`src/rtl/dds_freq_meter_if.sv`:
```
// Sample-stream and result bundle for dds_freq_meter.
// The DUT uses the slave modport; the source and result consumer use the master modport.
interface dds_freq_meter_if #(
    parameter int DATA_W = 10
);
    logic [DATA_W-1:0] din;
    logic              din_valid;
    logic [31:0]       k_est;
    logic              k_valid;
    logic              ovf;
    logic              busy;

    modport master (
        output din, din_valid,
        input  k_est, k_valid, ovf, busy
    );

    modport slave (
        input  din, din_valid,
        output k_est, k_valid, ovf, busy
    );
endinterface

```
`src/rtl/dds_freq_meter.sv`:
```
// Recovers the DDS phase-increment word from a sampled tone: the period is timed over NPER
// rising mid-scale crossings, then K = 2^(32+NPER_LOG2) / T by restoring division.
// Optional macro FREQ_METER_IIR_EN adds first-order IIR smoothing of k_est.
module dds_freq_meter #(
    parameter int DATA_W    = 10,
    parameter int MID       = 512,
    parameter int HYST      = 8,
    parameter int NPER_LOG2 = 2,
    parameter int CNT_W     = 24
) (
    input  logic            clk,
    input  logic            rst_n,
    dds_freq_meter_if.slave bus
);
    localparam int NPER = 1 << NPER_LOG2;
    localparam int QW   = 33 + NPER_LOG2;
    localparam int SW   = $clog2(QW + 1);
    localparam int XW   = NPER_LOG2 + 1;

    localparam logic [DATA_W-1:0] THR_LO    = DATA_W'(MID - HYST);
    localparam logic [DATA_W-1:0] THR_HI    = DATA_W'(MID + HYST);
    localparam logic [CNT_W-1:0]  CNT_MAX   = {CNT_W{1'b1}};
    localparam logic [XW-1:0]     XING_LAST = XW'(NPER - 1);
    localparam logic [SW-1:0]     STEP_LAST = SW'(QW);

    typedef enum logic [1:0] {
        IDLE    = 2'd0,
        MEASURE = 2'd1,
        DIV     = 2'd2
    } state_t;

    // A quotient wider than 32 bits saturates to the largest representable K.
    function automatic logic [31:0] sat_quot(input logic [QW-1:0] q);
        logic [31:0] res;
        if (|q[QW-1:32]) begin
            res = 32'hFFFF_FFFF;
        end else begin
            res = q[31:0];
        end
        return res;
    endfunction

    state_t            state_r;
    state_t            state_nxt_s;
    logic              low_r;
    logic [CNT_W-1:0]  cnt_r;
    logic [XW-1:0]     xing_r;
    logic [CNT_W-1:0]  t_r;
    logic [CNT_W-1:0]  rem_r;
    logic [QW-1:0]     q_r;
    logic [SW-1:0]     step_r;
    logic [31:0]       k_est_r;
    logic              k_valid_r;
    logic              ovf_r;
    logic              busy_r;

    logic              is_low_s;
    logic              is_high_s;
    logic              cross_s;
    logic              done_meas_s;
    logic              timeout_s;
    logic              div_last_s;
    logic              num_bit_s;
    logic              ge_s;
    logic [CNT_W-1:0]  cnt_inc_s;
    logic [CNT_W:0]    rem_sh_s;
    logic [CNT_W-1:0]  rem_diff_s;
    logic [CNT_W-1:0]  rem_nxt_s;
    logic [31:0]       q_sat_s;

`ifdef FREQ_METER_IIR_EN
    logic              primed_r;
    logic signed [32:0] iir_diff_s;
    logic [31:0]       iir_next_s;

    // Filter update: k + (q - k)/4 with an arithmetic shift on the signed difference.
    always_comb begin
        iir_diff_s = $signed({1'b0, q_sat_s}) - $signed({1'b0, k_est_r});
        iir_next_s = 32'($signed({1'b0, k_est_r}) + (iir_diff_s >>> 2));
    end
`endif

    // Crossing detection, measurement terminations and one restoring-division step.
    always_comb begin
        is_low_s    = (bus.din < THR_LO);
        is_high_s   = (bus.din >= THR_HI);
        cross_s     = bus.din_valid & low_r & is_high_s;
        cnt_inc_s   = cnt_r + CNT_W'(1);
        done_meas_s = (state_r == MEASURE) && cross_s && (xing_r == XING_LAST);
        timeout_s   = (state_r == MEASURE) && bus.din_valid && !done_meas_s
                      && (cnt_inc_s == CNT_MAX);
        div_last_s  = (state_r == DIV) && (step_r == STEP_LAST);
        // The numerator is a single one at its MSB, so only the first step shifts in a 1.
        num_bit_s   = (step_r == {SW{1'b0}});
        rem_sh_s    = {rem_r, num_bit_s};
        rem_diff_s  = rem_sh_s[CNT_W-1:0] - t_r;
        ge_s        = (rem_sh_s >= {1'b0, t_r});
        if (ge_s) begin
            rem_nxt_s = rem_diff_s;
        end else begin
            rem_nxt_s = rem_sh_s[CNT_W-1:0];
        end
        q_sat_s     = sat_quot(q_r);
    end

    // Next-state logic.
    always_comb begin
        state_nxt_s = state_r;
        case (state_r)
            IDLE: begin
                if (cross_s) begin
                    state_nxt_s = MEASURE;
                end else begin
                    state_nxt_s = IDLE;
                end
            end
            MEASURE: begin
                if (done_meas_s) begin
                    state_nxt_s = DIV;
                end else if (timeout_s) begin
                    state_nxt_s = IDLE;
                end else begin
                    state_nxt_s = MEASURE;
                end
            end
            DIV: begin
                if (div_last_s) begin
                    state_nxt_s = IDLE;
                end else begin
                    state_nxt_s = DIV;
                end
            end
            default: state_nxt_s = IDLE;
        endcase
    end

    // State register.
    always_ff @(posedge clk or negedge rst_n) begin
        if (!rst_n) begin
            state_r <= IDLE;
        end else begin
            state_r <= state_nxt_s;
        end
    end

    // Low flag tracks valid samples in every state, including during division.
    always_ff @(posedge clk or negedge rst_n) begin
        if (!rst_n) begin
            low_r <= 1'b0;
        end else if (bus.din_valid) begin
            if (is_low_s) begin
                low_r <= 1'b1;
            end else if (cross_s) begin
                low_r <= 1'b0;
            end
        end
    end

    // Sample counter, crossing count, latched period and divider datapath.
    always_ff @(posedge clk or negedge rst_n) begin
        if (!rst_n) begin
            cnt_r  <= {CNT_W{1'b0}};
            xing_r <= {XW{1'b0}};
            t_r    <= {CNT_W{1'b0}};
            rem_r  <= {CNT_W{1'b0}};
            q_r    <= {QW{1'b0}};
            step_r <= {SW{1'b0}};
        end else begin
            case (state_r)
                IDLE: begin
                    cnt_r  <= {CNT_W{1'b0}};
                    xing_r <= {XW{1'b0}};
                end
                MEASURE: begin
                    if (bus.din_valid) begin
                        cnt_r <= cnt_inc_s;
                    end
                    if (cross_s) begin
                        xing_r <= xing_r + XW'(1);
                    end
                    if (done_meas_s) begin
                        t_r    <= cnt_inc_s;
                        rem_r  <= {CNT_W{1'b0}};
                        q_r    <= {QW{1'b0}};
                        step_r <= {SW{1'b0}};
                    end
                end
                DIV: begin
                    if (!div_last_s) begin
                        rem_r  <= rem_nxt_s;
                        q_r    <= {q_r[QW-2:0], ge_s};
                        step_r <= step_r + SW'(1);
                    end
                end
                default: begin
                    cnt_r  <= {CNT_W{1'b0}};
                    xing_r <= {XW{1'b0}};
                end
            endcase
        end
    end

    // Result and strobe registers; k_est only moves alongside a k_valid strobe.
    always_ff @(posedge clk or negedge rst_n) begin
        if (!rst_n) begin
            k_est_r   <= 32'h0;
            k_valid_r <= 1'b0;
            ovf_r     <= 1'b0;
            busy_r    <= 1'b0;
`ifdef FREQ_METER_IIR_EN
            primed_r  <= 1'b0;
`endif
        end else begin
            k_valid_r <= 1'b0;
            ovf_r     <= 1'b0;
            busy_r    <= (state_nxt_s != IDLE);
            if (timeout_s) begin
                k_valid_r <= 1'b1;
                ovf_r     <= 1'b1;
`ifdef FREQ_METER_IIR_EN
                k_est_r   <= k_est_r;
`else
                k_est_r   <= 32'h0;
`endif
            end else if (div_last_s) begin
                k_valid_r <= 1'b1;
`ifdef FREQ_METER_IIR_EN
                if (primed_r) begin
                    k_est_r <= iir_next_s;
                end else begin
                    k_est_r  <= q_sat_s;
                    primed_r <= 1'b1;
                end
`else
                k_est_r   <= q_sat_s;
`endif
            end
        end
    end

    assign bus.k_est   = k_est_r;
    assign bus.k_valid = k_valid_r;
    assign bus.ovf     = ovf_r;
    assign bus.busy    = busy_r;
endmodule
```
`src/flat_wrapper.sv`:
```
// flat-port wrapper written by rule: the top's interface ports become plain ports
module dds_freq_meter_flat 
#(
    parameter int DATA_W    = 10,
    parameter int MID       = 512,
    parameter int HYST      = 8,
    parameter int NPER_LOG2 = 2,
    parameter int CNT_W     = 24
)
  (clk, rst_n, bus_din, bus_din_valid, bus_k_est, bus_k_valid, bus_ovf, bus_busy);
  dds_freq_meter_if #(.DATA_W(DATA_W)) bus_i ();
  input  logic clk;
  input  logic rst_n;
  input wire logic [$bits(bus_i.din)-1:0] bus_din;
  input wire logic [$bits(bus_i.din_valid)-1:0] bus_din_valid;
  output wire logic [$bits(bus_i.k_est)-1:0] bus_k_est;
  output wire logic [$bits(bus_i.k_valid)-1:0] bus_k_valid;
  output wire logic [$bits(bus_i.ovf)-1:0] bus_ovf;
  output wire logic [$bits(bus_i.busy)-1:0] bus_busy;
  assign bus_i.din = bus_din;
  assign bus_i.din_valid = bus_din_valid;
  assign bus_k_est = bus_i.k_est;
  assign bus_k_valid = bus_i.k_valid;
  assign bus_ovf = bus_i.ovf;
  assign bus_busy = bus_i.busy;
  dds_freq_meter #(.DATA_W(DATA_W), .MID(MID), .HYST(HYST), .NPER_LOG2(NPER_LOG2), .CNT_W(CNT_W)) u_core (.clk(clk), .rst_n(rst_n), .bus(bus_i));
endmodule
```
`config.mk`:
```
export PLATFORM = sky130hd
export DESIGN_NAME = dds_freq_meter_flat
export DESIGN_NICKNAME = d
export VERILOG_FILES = /design/src/rtl/dds_freq_meter_if.sv /design/src/rtl/dds_freq_meter.sv /design/src/flat_wrapper.sv
export SDC_FILE = /design/constraint.sdc
export NUM_CORES = 1
export LEC_CHECK = 0
export ABC_AREA = 0
export CORE_ASPECT_RATIO = 1.1
export CORE_MARGIN = 10
export CORE_UTILIZATION = 60
export CTS_CLUSTER_DIAMETER = 200
export CTS_CLUSTER_SIZE = 28
export DETAILED_ROUTE_END_ITERATION = 10
export GPL_ROUTABILITY_DRIVEN = 0
export PLACE_DENSITY_LB_ADDON = 0.1
export RECOVER_POWER = 50
export REMOVE_ABC_BUFFERS = 1
export SKIP_LAST_GASP = 1
export SYNTH_ARGS = -nofsm -noshare
export SYNTH_HDL_FRONTEND = slang
export SYNTH_SLANG_ARGS = --single-unit
```
`constraint.sdc`:
```
create_clock -name clk -period 3.7 [get_ports clk]
set_input_delay 0.37 -clock clk [delete_from_list [all_inputs] [get_ports clk]]
set_output_delay 0.37 -clock clk [all_outputs]
set_load 0.01 [all_outputs]
```
; Word-level counts from Yosys, hierarchy flattened
; Cells that the tools add are included.
[totals]
wordCells = 77
out_inout_bits = 35
reg_bits = 154
[op_classes]
n_lt_le_gt_ge = 3
add_sub_neg = 4
eq_ne = 9
n_reduce_logical = 19
mux = 27
bitwise = 3
[op_table]
columns = op, n
row1 = $mux W24, 4
row2 = $mux W32, 3
row3 = $pmux W24 S2, 2
row4 = $mux W35, 2
row5 = $pmux W35 S2, 1
row6 = $ge A25 B24 Y1, 1
row7 = $add A24 B1 Y24 const B, 1
row8 = $eq A24 B24 Y1 const B, 1
row9 = $sub A24 B24 Y24, 1
row10 = $mux W6, 2
row11 = $pmux W6 S2, 1
row12 = $ge A10 B10 Y1 const B, 1
row13 = $lt A10 B9 Y1 const B, 1
row14 = $reduce_and A2 Y1, 4
row15 = $reduce_bool A2 Y1, 4
row16 = $mux W1, 7
row17 = $add A6 B1 Y6 const B, 1
row18 = $eq A6 B6 Y1 const B, 1
row19 = $logic_and A1 B1 Y1, 6
row20 = $logic_not A6 Y1, 1
row21 = $pmux W2 S3, 1
row22 = $pmux W3 S2, 1
row23 = $mux W2, 2
row24 = $ne A2 B1 Y1 const B, 2
row25 = 12 further kinds, 14

; Logic depth before layout (Yosys ltp)
; Gate-level depths: netlist of run 1.
[logic_depth]
ltp_word = 11
ltp_mapped = 13
mapped_depth_nobuf = 13

; Worst setup path after synthesis of run 1
; Ideal clock, no wire load.
[synth_timing]
path_type = reg2reg
startpoint = register u_core.step_r[2]
endpoint = register u_core.rem_r[18]
path_slack_ns = 0.876
path_buffers = 0
arrival_ns = 2.709
setup_time_ns = 0.116
stages_incl_launch_ff = 13
period_less_slack_ns = 2.824
cell_sequence = dfrtp_1 > nor3_1 > nand3b_1 > ha_1 > fa_1 > nor2b_1 > o31a_1 > o211ai_1 > and2_1 > o31ai_1 > a21oi_1 > a21o_1 > o311ai_0
[synth_between]
elab_chain_len = 5
word_cells_on_any_way = 10
[synth_rtl]
columns = item, line
row1 = start: declaration, dds_freq_meter.sv:51  ; logic [SW-1:0] step_r;
row2 = start signal: assignment, dds_freq_meter.sv:167  ; step_r <= {SW{1'b0}};
row3 = start signal: assignment, dds_freq_meter.sv:185  ; step_r <= {SW{1'b0}};
row4 = start signal: assignment, dds_freq_meter.sv:192  ; step_r <= step_r + SW'(1);
row5 = $logic_not A6 Y1, dds_freq_meter.sv:94  ; num_bit_s = (step_r == {SW{1'b0}});
row6 = $sub A24 B24 Y24 / $ge A25 B24 Y1 (equally long branches), "dds_freq_meter.sv:96, dds_freq_meter.sv:97"
row7 = $mux W24, dds_freq_meter.sv:98  ; if (ge_s) begin
row8 = $mux W24, dds_freq_meter.sv:189  ; if (!div_last_s) begin
row9 = $pmux W24 S2, dds_freq_meter.sv:169  ; case (state_r)
row10 = end signal: assignment, dds_freq_meter.sv:165  ; rem_r <= {CNT_W{1'b0}};
row11 = end signal: assignment, dds_freq_meter.sv:183  ; rem_r <= {CNT_W{1'b0}};
row12 = end signal: assignment, dds_freq_meter.sv:190  ; rem_r <= rem_nxt_s;
row13 = end: declaration, dds_freq_meter.sv:49  ; logic [CNT_W-1:0] rem_r;
; Parallel ways exist; a longest one is shown, timed or not. The select of a mux whose other input is x is not followed.
; A chain may end at the register's enable or synchronous reset.

; Final worst setup path of run 1
[layout_timing]
startpoint = register u_core.step_r[2]
endpoint = register u_core.rem_r[22]
; Same word-level chain as after synthesis.

==> run metrics, run 1 <==
Worst setup SP type=register; f_max=299 MHz; TritonCTS Buffers=17; Crit. Startpoint=u_core.step_r[2]; final core utilization=69.6%; WP data required=4040 ps; worst min path class=register to register; cell taking the most area after synthesis=dfrtp_1; die width=~130 µm; RSZ-0062 raised after global routing=no; vias in the first global route=~7000; port bufs=between 40 and 50; CP Cell Sequence=nor3_1 > nand3b_1 > ha_1 > fa_1 > nor2b_1 > o31a_1 > o211ai_1 > a2111oi_0 > o31a_1 > nor2_1 > xor2_1 > o21ai_0; Slew HR=-72.8%; VDD IR max=455 µV; fill count=around 1100; CTS tree=done; Antenna Violating Nets Remaining=0; Setup CP Type=register to register; final hold vios=0; R2R setup slack=~360 ps; core area=~14000 µm²; crit path DAT=around 3700 ps; worst-margin pin slew=between 2000 and 3000 ps; yosys warns=0; GRT Resource Usage Total=between 20% and 30%; clk slew on worst S/H paths=around 70 ps; H-tree depth=4; layout cells sized above 1=under 10%; DIE AREA=between 15000 and 20000 µm²; Post-CTS Setup Bufs=0; cell count after synthesis=about 940; latest clock arrival within the worst-skew pair=approximately 430 ps; syn_area_per_cell=approximately 9.0 µm²; per-cell routed wire length=~16 µm; Synth async-reset ratio=between 90% and 100%; Slowest cell on crit path=a2111oi_0; initial antenna violation count=0; PostCTS Resize Cnt=0; Top Ports=48; drt first pass iters=5; num rows=45; Final nets=approximately 1000; setup violators final=0; total global routing overflow=0; Root Buffer=clkbuf_16; Hold Buf Count CTS=0; maxcap violations=1; Setup Skew=approximately 8.5 ps; via count=roughly 6900; initial drt markers=around 410; Tmin final=around 3300 ps; Post-synth EDFFs=0; top_reg_cell synth=dfrtp_1; max-slew violations=103; vias per cell=about 5.9; Clock Sinks=154; register area=about 3900 µm²; dpl cells=between 1000 and 1500; ranking of synthesized cells by area=dfrtp_1 46%, nor2_1 6.7%, ha_1 5.0%; pin count of the biggest net entering global routing=between 100 and 150; deepest clock path buffer count=2; area grow syn2layout=13.6%; failing checks=capacitance limit, slew limit; Seq cells post-synth=between 150 and 200; post-synth cell types=61; crit path capture type=register; sequential element share of the synthesized area=between 40% and 50%; crit-path max FO=4; residual DRC count=0; cell repeated most along the worst path=o31a_1; crit share post-route=between 90 and 100%; total wire length=18500 µm; pwr dens=about 500 nW/µm²; R2R Path Start=u_core.step_r[2]; HPWL after DPL=12800 µm; status=finished with violations; antenna fix cells=0; Mapped Area=~8500 µm²; start point of the worst hold path=u_core.q_r[34]; Yosys top cell area share=45.6%; slowest stage delay, CP=~470 ps; P_leak=roughly 4.2 nW; first-pass GRT wire length=approximately 32000 µm; setup_tns=0 ps; Finished Layout Cells=1157; Initial Util=approximately 60%; multi-input combinational cell area=around 4200 µm²; Die H=~140 µm
cells in the final DEF (no fill, tap or decap), drive strengths merged, types with 5 or more instances in the layout:
| cell | n |
|---|---|
| a211oi | 5 |
| a21o | 15 |
| a21oi | 76 |
| a22o | 47 |
| a31oi | 7 |
| a32oi | 9 |
| and3 | 5 |
| buf | 17 |
| clkbuf | 19 |
| clkdlybuf4s50 | 27 |
| clkinv | 7 |
| dfrtp | 154 |
| dlygate4sd3 | 16 |
| ha | 34 |
| inv | 46 |
| mux2 | 7 |
| nand2 | 73 |
| nand2b | 7 |
| nand3 | 41 |
| nand4 | 14 |
| nor2 | 151 |
| nor2b | 6 |
| nor3 | 20 |
| nor4 | 7 |
| o21a | 7 |
| o21ai | 44 |
| o21bai | 5 |
| o311ai | 10 |
| o31ai | 5 |
| or3 | 5 |
| xnor2 | 22 |
| xor2 | 19 |
cells in the mapped netlist, drive strengths merged, types with 3 or more instances:
master,number
or4,3
clkbuf,49
nor2b,6
nor3,20
mux2i,3
xor2,19
mux2,7
nand2b,7
nand4,14
nand3,41
nor4,7
and4,3
o22ai,3
o21ai,44
a41oi,3
a22o,47
a211oi,5
buf,13
a31oi,7
dfrtp,154
ha,34
nand2,73
o311ai,10
nor2,151
or3,5
o21bai,5
a21o,15
a21oi,76
and2,3
nand3b,3
xnor2,22
o21a,7
inv,41
and3,5
o31ai,5
a32oi,9
critical path: cells and delay by family, from the launching register on:
family	cells	cell delay (ps)
fa+ha+maj	2	680
xor+xnor	1	150
simple gates	4	760
compound gates	5	1260
flops	1	420
registers in the layout, summed over array words and instances, names as in the netlist:
register / cells
u_core.bus.busy: 1
u_core.bus.k_est: 32
u_core.bus.k_valid: 1
u_core.bus.ovf: 1
u_core.cnt_r: 24
u_core.low_r: 1
u_core.q_r: 35
u_core.rem_r: 24
u_core.state_r: 2
u_core.step_r: 6
u_core.t_r: 24
u_core.xing_r: 3
where the power goes:
part | leakage, nW | switching [mW] | internal, mW
Sequential | 1.94 | 0.111 | 1.83
Combinational | 1.96 | 0.821 | 0.436
Clock | 0.284 | 0.743 | 0.958
kinds of logic (layout without fill, tap and decap cells):
logic type / Yosys count / after routing / share of synthesized area (%)
AND/OR/NAND/NOR: 345 / 345 / 18.7
XOR/XNOR: 41 / 41 / 4.25
adder cells (fa/ha/maj): 35 / 35 / 5.27
multiplexers: 10 / 10 / 1.29
flip-flops: 154 / 154 / 45.6
buffers and inverters: 103 / 134 / 5.00
AO/OA/AOI/OAI: 250 / 250 / 19.9
per-layer routing:
metal / global-route usage, % / vias to the layer above / share of wire [%]
met3: 4.75 / 38 / 5.0
met2: 34.9 / 157 / 50
met4: 9.74 / 0 / 2.2
met5: 0 / - / 0
li1: - / 3356 / -
met1: 23.3 / 3306 / 43
cell type report:
| type | instances | area share (%) |
|---|---|---|
| Clock buffer | 18 | 4.57 |
| Timing Repair Buffer | 61 | 6.12 |
| Inverter | 41 | 1.60 |
| Clock inverter | 14 | 1.43 |
| Tap cell | 188 | 2.45 |
| Sequential cell | 154 | 40.1 |
| Multi-Input combinational cell | 681 | 43.7 |
final timing paths:
path                                   endpoint  cells after the start
setup / recovery               u_core.rem_r[22]                     12
hold / removal                   u_core.q_r[34]                      1
setup reg to reg               u_core.rem_r[22]                     12
hold reg to reg                  u_core.q_r[34]                      1
max in group asynchronous       u_core.rem_r[4]                      1
min in group asynchronous  u_core.bus.k_est[30]                      1
per-stage QoR:
stage	hold WS [ps]	area (µm²)	worst slack, ps	total power, mW
floorplan	74.4	8190	-4190	2.83
detailed placement	491	9030	271	3.23
finish	504	9600	360	4.90
CTS	98.1	9610	342	4.94
global placement	482	9030	305	3.17
global route	532	9600	97.6	5.20
(Power assumes the default switching activity.)
==> run 2, diff against run 1 <==
--- a/config.mk
+++ b/config.mk
@@ -10,13 +10,13 @@
 export CORE_MARGIN = 10
 export CORE_UTILIZATION = 60
 export CTS_CLUSTER_DIAMETER = 200
-export CTS_CLUSTER_SIZE = 28
 export DETAILED_ROUTE_END_ITERATION = 10
 export GPL_ROUTABILITY_DRIVEN = 0
 export PLACE_DENSITY_LB_ADDON = 0.1
 export RECOVER_POWER = 50
 export REMOVE_ABC_BUFFERS = 1
 export SKIP_LAST_GASP = 1
+export SLEW_MARGIN = 20
 export SYNTH_ARGS = -nofsm -noshare
 export SYNTH_HDL_FRONTEND = slang
 export SYNTH_SLANG_ARGS = --single-unit
==> run metrics, run 2 (synthesis results as in run 1) <==
status=finished with violations; failing checks=capacitance limit, slew limit; maxcap violations=1 (unchanged); H-tree depth=4 (unchanged); Net Sw Power=1.67 mW (about the same); clk slew on worst S/H paths=70 ps (about the same); via count=6871 (+0.20%); initial antenna violation count=0 (unchanged); residual DRC count=0 (unchanged); R2R setup slack=360 ps (about the same); Top Ports=48 (unchanged); area grow syn2layout=13.6% (about the same); pwr dens=511 nW/µm² (about the same); Die H=144 µm (unchanged); latest clock arrival within the worst-skew pair=430 ps (about the same); Largest register FFs=35 (unchanged); R2R Path Start=u_core.step_r[2]; setup_tns=0 ps (unchanged); WP data required=4040 ps (about the same); drt first pass iters=5 (unchanged); Int Pwr=3.23 mW (about the same); CTS tree=done; Tmin final=3340 ps (-1.34 ps); Setup CP Type=register to register; die width=133 µm (unchanged); Slowest cell on crit path=a2111oi_0; GRT Resource Usage Total=20.2% (unchanged); DIE AREA=19200 µm² (unchanged); sequential share of power=39.7% (about the same); worst min path class=register to register; Worst Hold Depth=1 (unchanged); core area=13800 µm² (unchanged); first-pass GRT wire length=32300 µm (unchanged); crit path capture type=register; Clock Sinks=154 (unchanged); total wire length=18500 µm (about the same); delay-heaviest family, CP=compound AO/OA/AOI/OAI gates; TritonCTS Buffers=17 (unchanged); vias in the first global route=6950 (unchanged); Initial Util=61.3% (unchanged); Root Buffer=clkbuf_16; setup violators final=0 (unchanged); pin count of the biggest net entering global routing=104 (unchanged); cell repeated most along the worst path=o31a_1; layout cells sized above 1=7.12% (+0.10 points); R2R cell count=12 (unchanged); most frequent cells in the layout=154 x dfrtp_1, 150 x nor2_1, 76 x a21oi_1; antenna fix cells=0 (unchanged); pre-CTS setup slack=271 ps (unchanged); Slew HR=-72.6% (+0.15 points); Post-CTS Setup Bufs=0 (unchanged); Placed Area=9030 µm² (unchanged); CP Buf/Inv Count=0 (unchanged); start point of the worst hold path=u_core.q_r[34]; Switching Share=34.2% (about the same); f_max=300 MHz (about the same); fin area=9600 µm² (about the same); num rows=45 (unchanged); P_leak=4.18 nW (about the same); per-cell routed wire length=16.0 µm (about the same); commonest non-fill, non-tap cell in the layout=dfrtp_1; Biggest register=u_core.q_r; Setup Skew=8.47 ps (-0.00145 ps); initial drt markers=410 (-0.97%); port bufs=44 (unchanged); Clock Power Share=34.7% (about the same); crit-path max FO=4 (unchanged); Comb pwr share=25.6% (about the same); VDD IR max=456 µV (+0.38%); CP Cell Sequence=nor3_1 > nand3b_1 > ha_1 > fa_1 > nor2b_1 > o31a_1 > o211ai_1 > a2111oi_0 > o31a_1 > nor2_1 > xor2_1 > o21ai_0; Hold Buf Count CTS=0 (unchanged); deepest clock path buffer count=2 (unchanged); worst-margin pin slew=2590 ps (-2.26 ps); vias per cell=5.94 (+0.20%); Worst setup SP type=register; total global routing overflow=0 (unchanged); slowest stage delay, CP=470 ps (about the same); Final nets=1004 (unchanged); fill count=1107 (-0.090%); max-slew violations=103 (unchanged); crit path DAT=3680 ps (about the same); HPWL after DPL=12800 µm (unchanged); Antenna Violating Nets Remaining=0 (unchanged); final hold vios=0 (unchanged); fin worst setup slack=361 ps (+1.34 ps); hold endpoint=u_core.q_r[34]; RSZ-0062 raised after global routing=no; crit share post-route=90.2% (about the same); PostCTS Resize Cnt=0 (unchanged); r2r endpoint=u_core.rem_r[22]
[run 2: cell counts in the layout (fill, tap and decap cells not counted)]
No cell type changed its count.
[run 2: cell type report]
class	instances	area [µm²]	area share, %
multi-input combinational	681	4200	43.7
sequential	154	3850	40.1
timing repair buffer	61	588	6.12
clock buffer	18	439	4.57
tap	188	235	2.45
inverter	41	154	1.60
clock inverter	14	138	1.43
[run 2: worst register-to-register path: stages, from the launching register on]
cell       delay, ps
dfrtp_1          420
nor3_1           320
nand3b_1         220
ha_1             270
fa_1             410
nor2b_1          170
o31a_1           200
o211ai_1         220
a2111oi_0        470
o31a_1           200
nor2_1            50
xor2_1           150
o21ai_0          170
[run 2: worst max-delay path by stage]
stage | start | end | slack, ps | cells past startpoint
floorplan | u_core.state_r[1] | u_core.rem_r[14] | -4190 | 9
global placement | bus_din[4] | u_core.bus.k_est[31] | 310 | 9
detailed placement | bus_din[4] | u_core.bus.k_est[27] | 270 | 9
CTS | u_core.step_r[2] | u_core.rem_r[18] | 340 | 12
global route | u_core.step_r[3] | u_core.rem_r[16] | 100 | 12
finish | u_core.step_r[2] | u_core.rem_r[22] | 360 | 12
[run 2: power by group through the flow]
| stage | clock network (mW) | registers [mW] | logic [mW] |
|---|---|---|---|
| after floorplan | 0 | 1.95 | 0.879 |
| after global placement | 0 | 1.96 | 1.20 |
| after detailed placement | 0 | 1.98 | 1.25 |
| after CTS | 1.73 | 1.94 | 1.26 |
| after global routing | 1.81 | 1.97 | 1.43 |
| final | 1.70 | 1.95 | 1.26 |
[run 2: per-layer routing]
layer	global-route usage [%]	vias to the layer above	part of all wire [%]
met4	9.74	0	2.1
met2	34.9	155	50
met1	23.3	3323	43
met5	0	-	0
met3	4.75	37	4.9
li1	-	3356	-
[run 2: stage by stage]
stage	power, mW	util (%)	hold slack [ps]	std cells
finish	4.90	69.6	504	1157
CTS	4.94	69.7	98.1	1157
global placement	3.17	65.5	482	1125
detailed placement	3.23	65.5	491	1125
global route	5.20	69.6	532	1157
floorplan	2.83	-	74.4	876
==> run 3, diff against run 2 <==
--- a/config.mk
+++ b/config.mk
@@ -13,7 +13,6 @@
 export DETAILED_ROUTE_END_ITERATION = 10
 export GPL_ROUTABILITY_DRIVEN = 0
 export PLACE_DENSITY_LB_ADDON = 0.1
-export RECOVER_POWER = 50
 export REMOVE_ABC_BUFFERS = 1
 export SKIP_LAST_GASP = 1
 export SLEW_MARGIN = 20
==> run metrics, run 3 (synthesis results as in run 1) <==
first-pass GRT wire length=32300 µm (unchanged); Post-CTS Setup Bufs=0 (unchanged); hold slack final=12.2 ps (-492 ps); HPWL after DPL=12800 µm (unchanged); vias per cell=5.92 (-0.25%); worst-margin pin slew=1010 ps (-1580 ps); PostCTS Resize Cnt=0 (unchanged); Clock Sinks=154 (unchanged); pre-CTS setup slack=271 ps (unchanged); port bufs=44 (unchanged); via count=6854 (-0.25%); Placed Area=9030 µm² (unchanged); pin count of the biggest net entering global routing=104 (unchanged); residual DRC count=0 (unchanged); TritonCTS Buffers=17 (unchanged); P_leak=4.21 nW (+0.76%); setup violators final=0 (unchanged); r2r endpoint=u_core.rem_r[22]; fill count=1106 (-0.090%); vias in the first global route=6950 (unchanged); maxcap violations=0 (-1); fin area=9610 µm² (about the same); per-cell routed wire length=16.0 µm (about the same); status=finished, final reports clean; Setup Skew=8.75 ps (+0.275 ps); cell repeated most along the worst path=o31a_1; deepest clock path buffer count=2 (unchanged); met1 WL=7880 µm (-0.16%); metal3 WL=938 µm (+3.3%); initial drt markers=410 (unchanged); core area=13800 µm² (unchanged); Tmin final=3340 ps (-1.38 ps); max-slew violations=0 (-100%); final hold vios=0 (unchanged); fin worst setup slack=363 ps (+1.38 ps); crit share post-route=90.2% (about the same); Largest register FFs=35 (unchanged); Slowest cell on crit path=a2111oi_0; Final nets=1004 (unchanged); Crit. Startpoint=u_core.step_r[2]; drt first pass iters=6 (+1); Antenna Violating Nets Remaining=0 (unchanged); layout cells sized above 1=7.12% (unchanged); WP data required=4040 ps (about the same); antenna fix cells=0 (unchanged); met2 wire length=9290 µm (about the same); DIE AREA=19200 µm² (unchanged); Root Buffer=clkbuf_16; multi-input combinational cell area=4200 µm² (unchanged); crit path capture type=register; Slew HR=32.5% (+110 points); f_max=300 MHz (about the same); die width=133 µm (unchanged); R2R Path Start=u_core.step_r[2]; crit path DAT=3680 ps (about the same); total wire length=18500 µm (about the same); worst min path class=primary input to asynchronous set/reset pin; latest clock arrival within the worst-skew pair=430 ps (about the same); highest routed metal layer=met4; CP Cell Sequence=nor3_1 > nand3b_1 > ha_1 > fa_1 > nor2b_1 > o31a_1 > o211ai_1 > a2111oi_0 > o31a_1 > nor2_1 > xor2_1 > o21ai_0; VDD IR max=456 µV (about the same); Initial Util=61.3% (unchanged); Die H=144 µm (unchanged); initial antenna violation count=0 (unchanged); RSZ-0062 raised after global routing=no; final core utilization=69.7% (about the same); num rows=45 (unchanged); Top Ports=48 (unchanged); total global routing overflow=0 (unchanged); register area=3850 µm² (unchanged); clk slew on worst S/H paths=70 ps (about the same); Biggest register=u_core.q_r; R2R setup slack=360 ps (about the same); H-tree depth=4 (unchanged); crit-path max FO=4 (unchanged); Final Total Pwr=4.90 mW (about the same); most frequent cells in the layout=154 x dfrtp_1, 150 x nor2_1, 76 x a21oi_1; Hold Buf Count CTS=0 (unchanged); slowest stage delay, CP=470 ps (about the same); CTS tree=done; R2R cell count=12 (unchanged); pwr dens=510 nW/µm² (about the same); Worst setup SP type=register; Setup CP Type=register to register; area grow syn2layout=13.7% (about the same); commonest non-fill, non-tap cell in the layout=dfrtp_1; GRT Resource Usage Total=20.2% (unchanged)
-- run 3: cell types whose count changed in the layout (fill, tap and decap cells not counted) --
cell,change
clkbuf_2,-1
buf_6,+1
dlygate4sd3_1,-16
clkdlybuf4s50_1,+16
-- run 3: metal layers --
layer	vias to the layer above	track usage, %
li1	3355	-
met3	37	4.75
met1	3303	23.3
met2	159	34.9
met4	0	9.74
met5	-	0
-- run 3: worst max-delay path: cells and delay by family, from the launching register on --
family | cells | cell delay (ps)
fa+ha+maj | 2 | 670
compound gates | 5 | 1260
flops | 1 | 420
simple gates | 4 | 760
xor+xnor | 1 | 150
-- run 3: worst max path at each step --
stage / endpoint / slack (ps) / depth (start not counted)
detailed placement: u_core.bus.k_est[27] / 270 / 9
finish: u_core.rem_r[22] / 360 / 12
floorplan: u_core.rem_r[14] / -4190 / 9
global placement: u_core.bus.k_est[31] / 310 / 9
global route: u_core.rem_r[16] / 100 / 12
CTS: u_core.rem_r[18] / 340 / 12
-- run 3: report_power, final --
group	switching [mW]	leakage [nW]	total (mW)	internal, mW
combinational	0.821	1.99	1.26	0.438
sequential	0.111	1.94	1.95	1.83
clock	0.742	0.284	1.70	0.958
total	1.67	4.21	4.90	3.23
-- run 3: cell type report --
cell class / count / share of cell area, %
clock buffers: 18 / 4.57
clock inverters: 14 / 1.43
inverters: 41 / 1.60
multi-input cells: 681 / 43.7
flip-flops and latches: 154 / 40.1
well taps: 188 / 2.45
repair buffers: 61 / 6.18
-- run 3: stage by stage --
step / setup TNS, ps / instances
floorplan: -374080 / 876
global placement: 0 / 1125
detailed placement: 0 / 1125
CTS: 0 / 1157
global route: 0 / 1157
finish: 0 / 1157
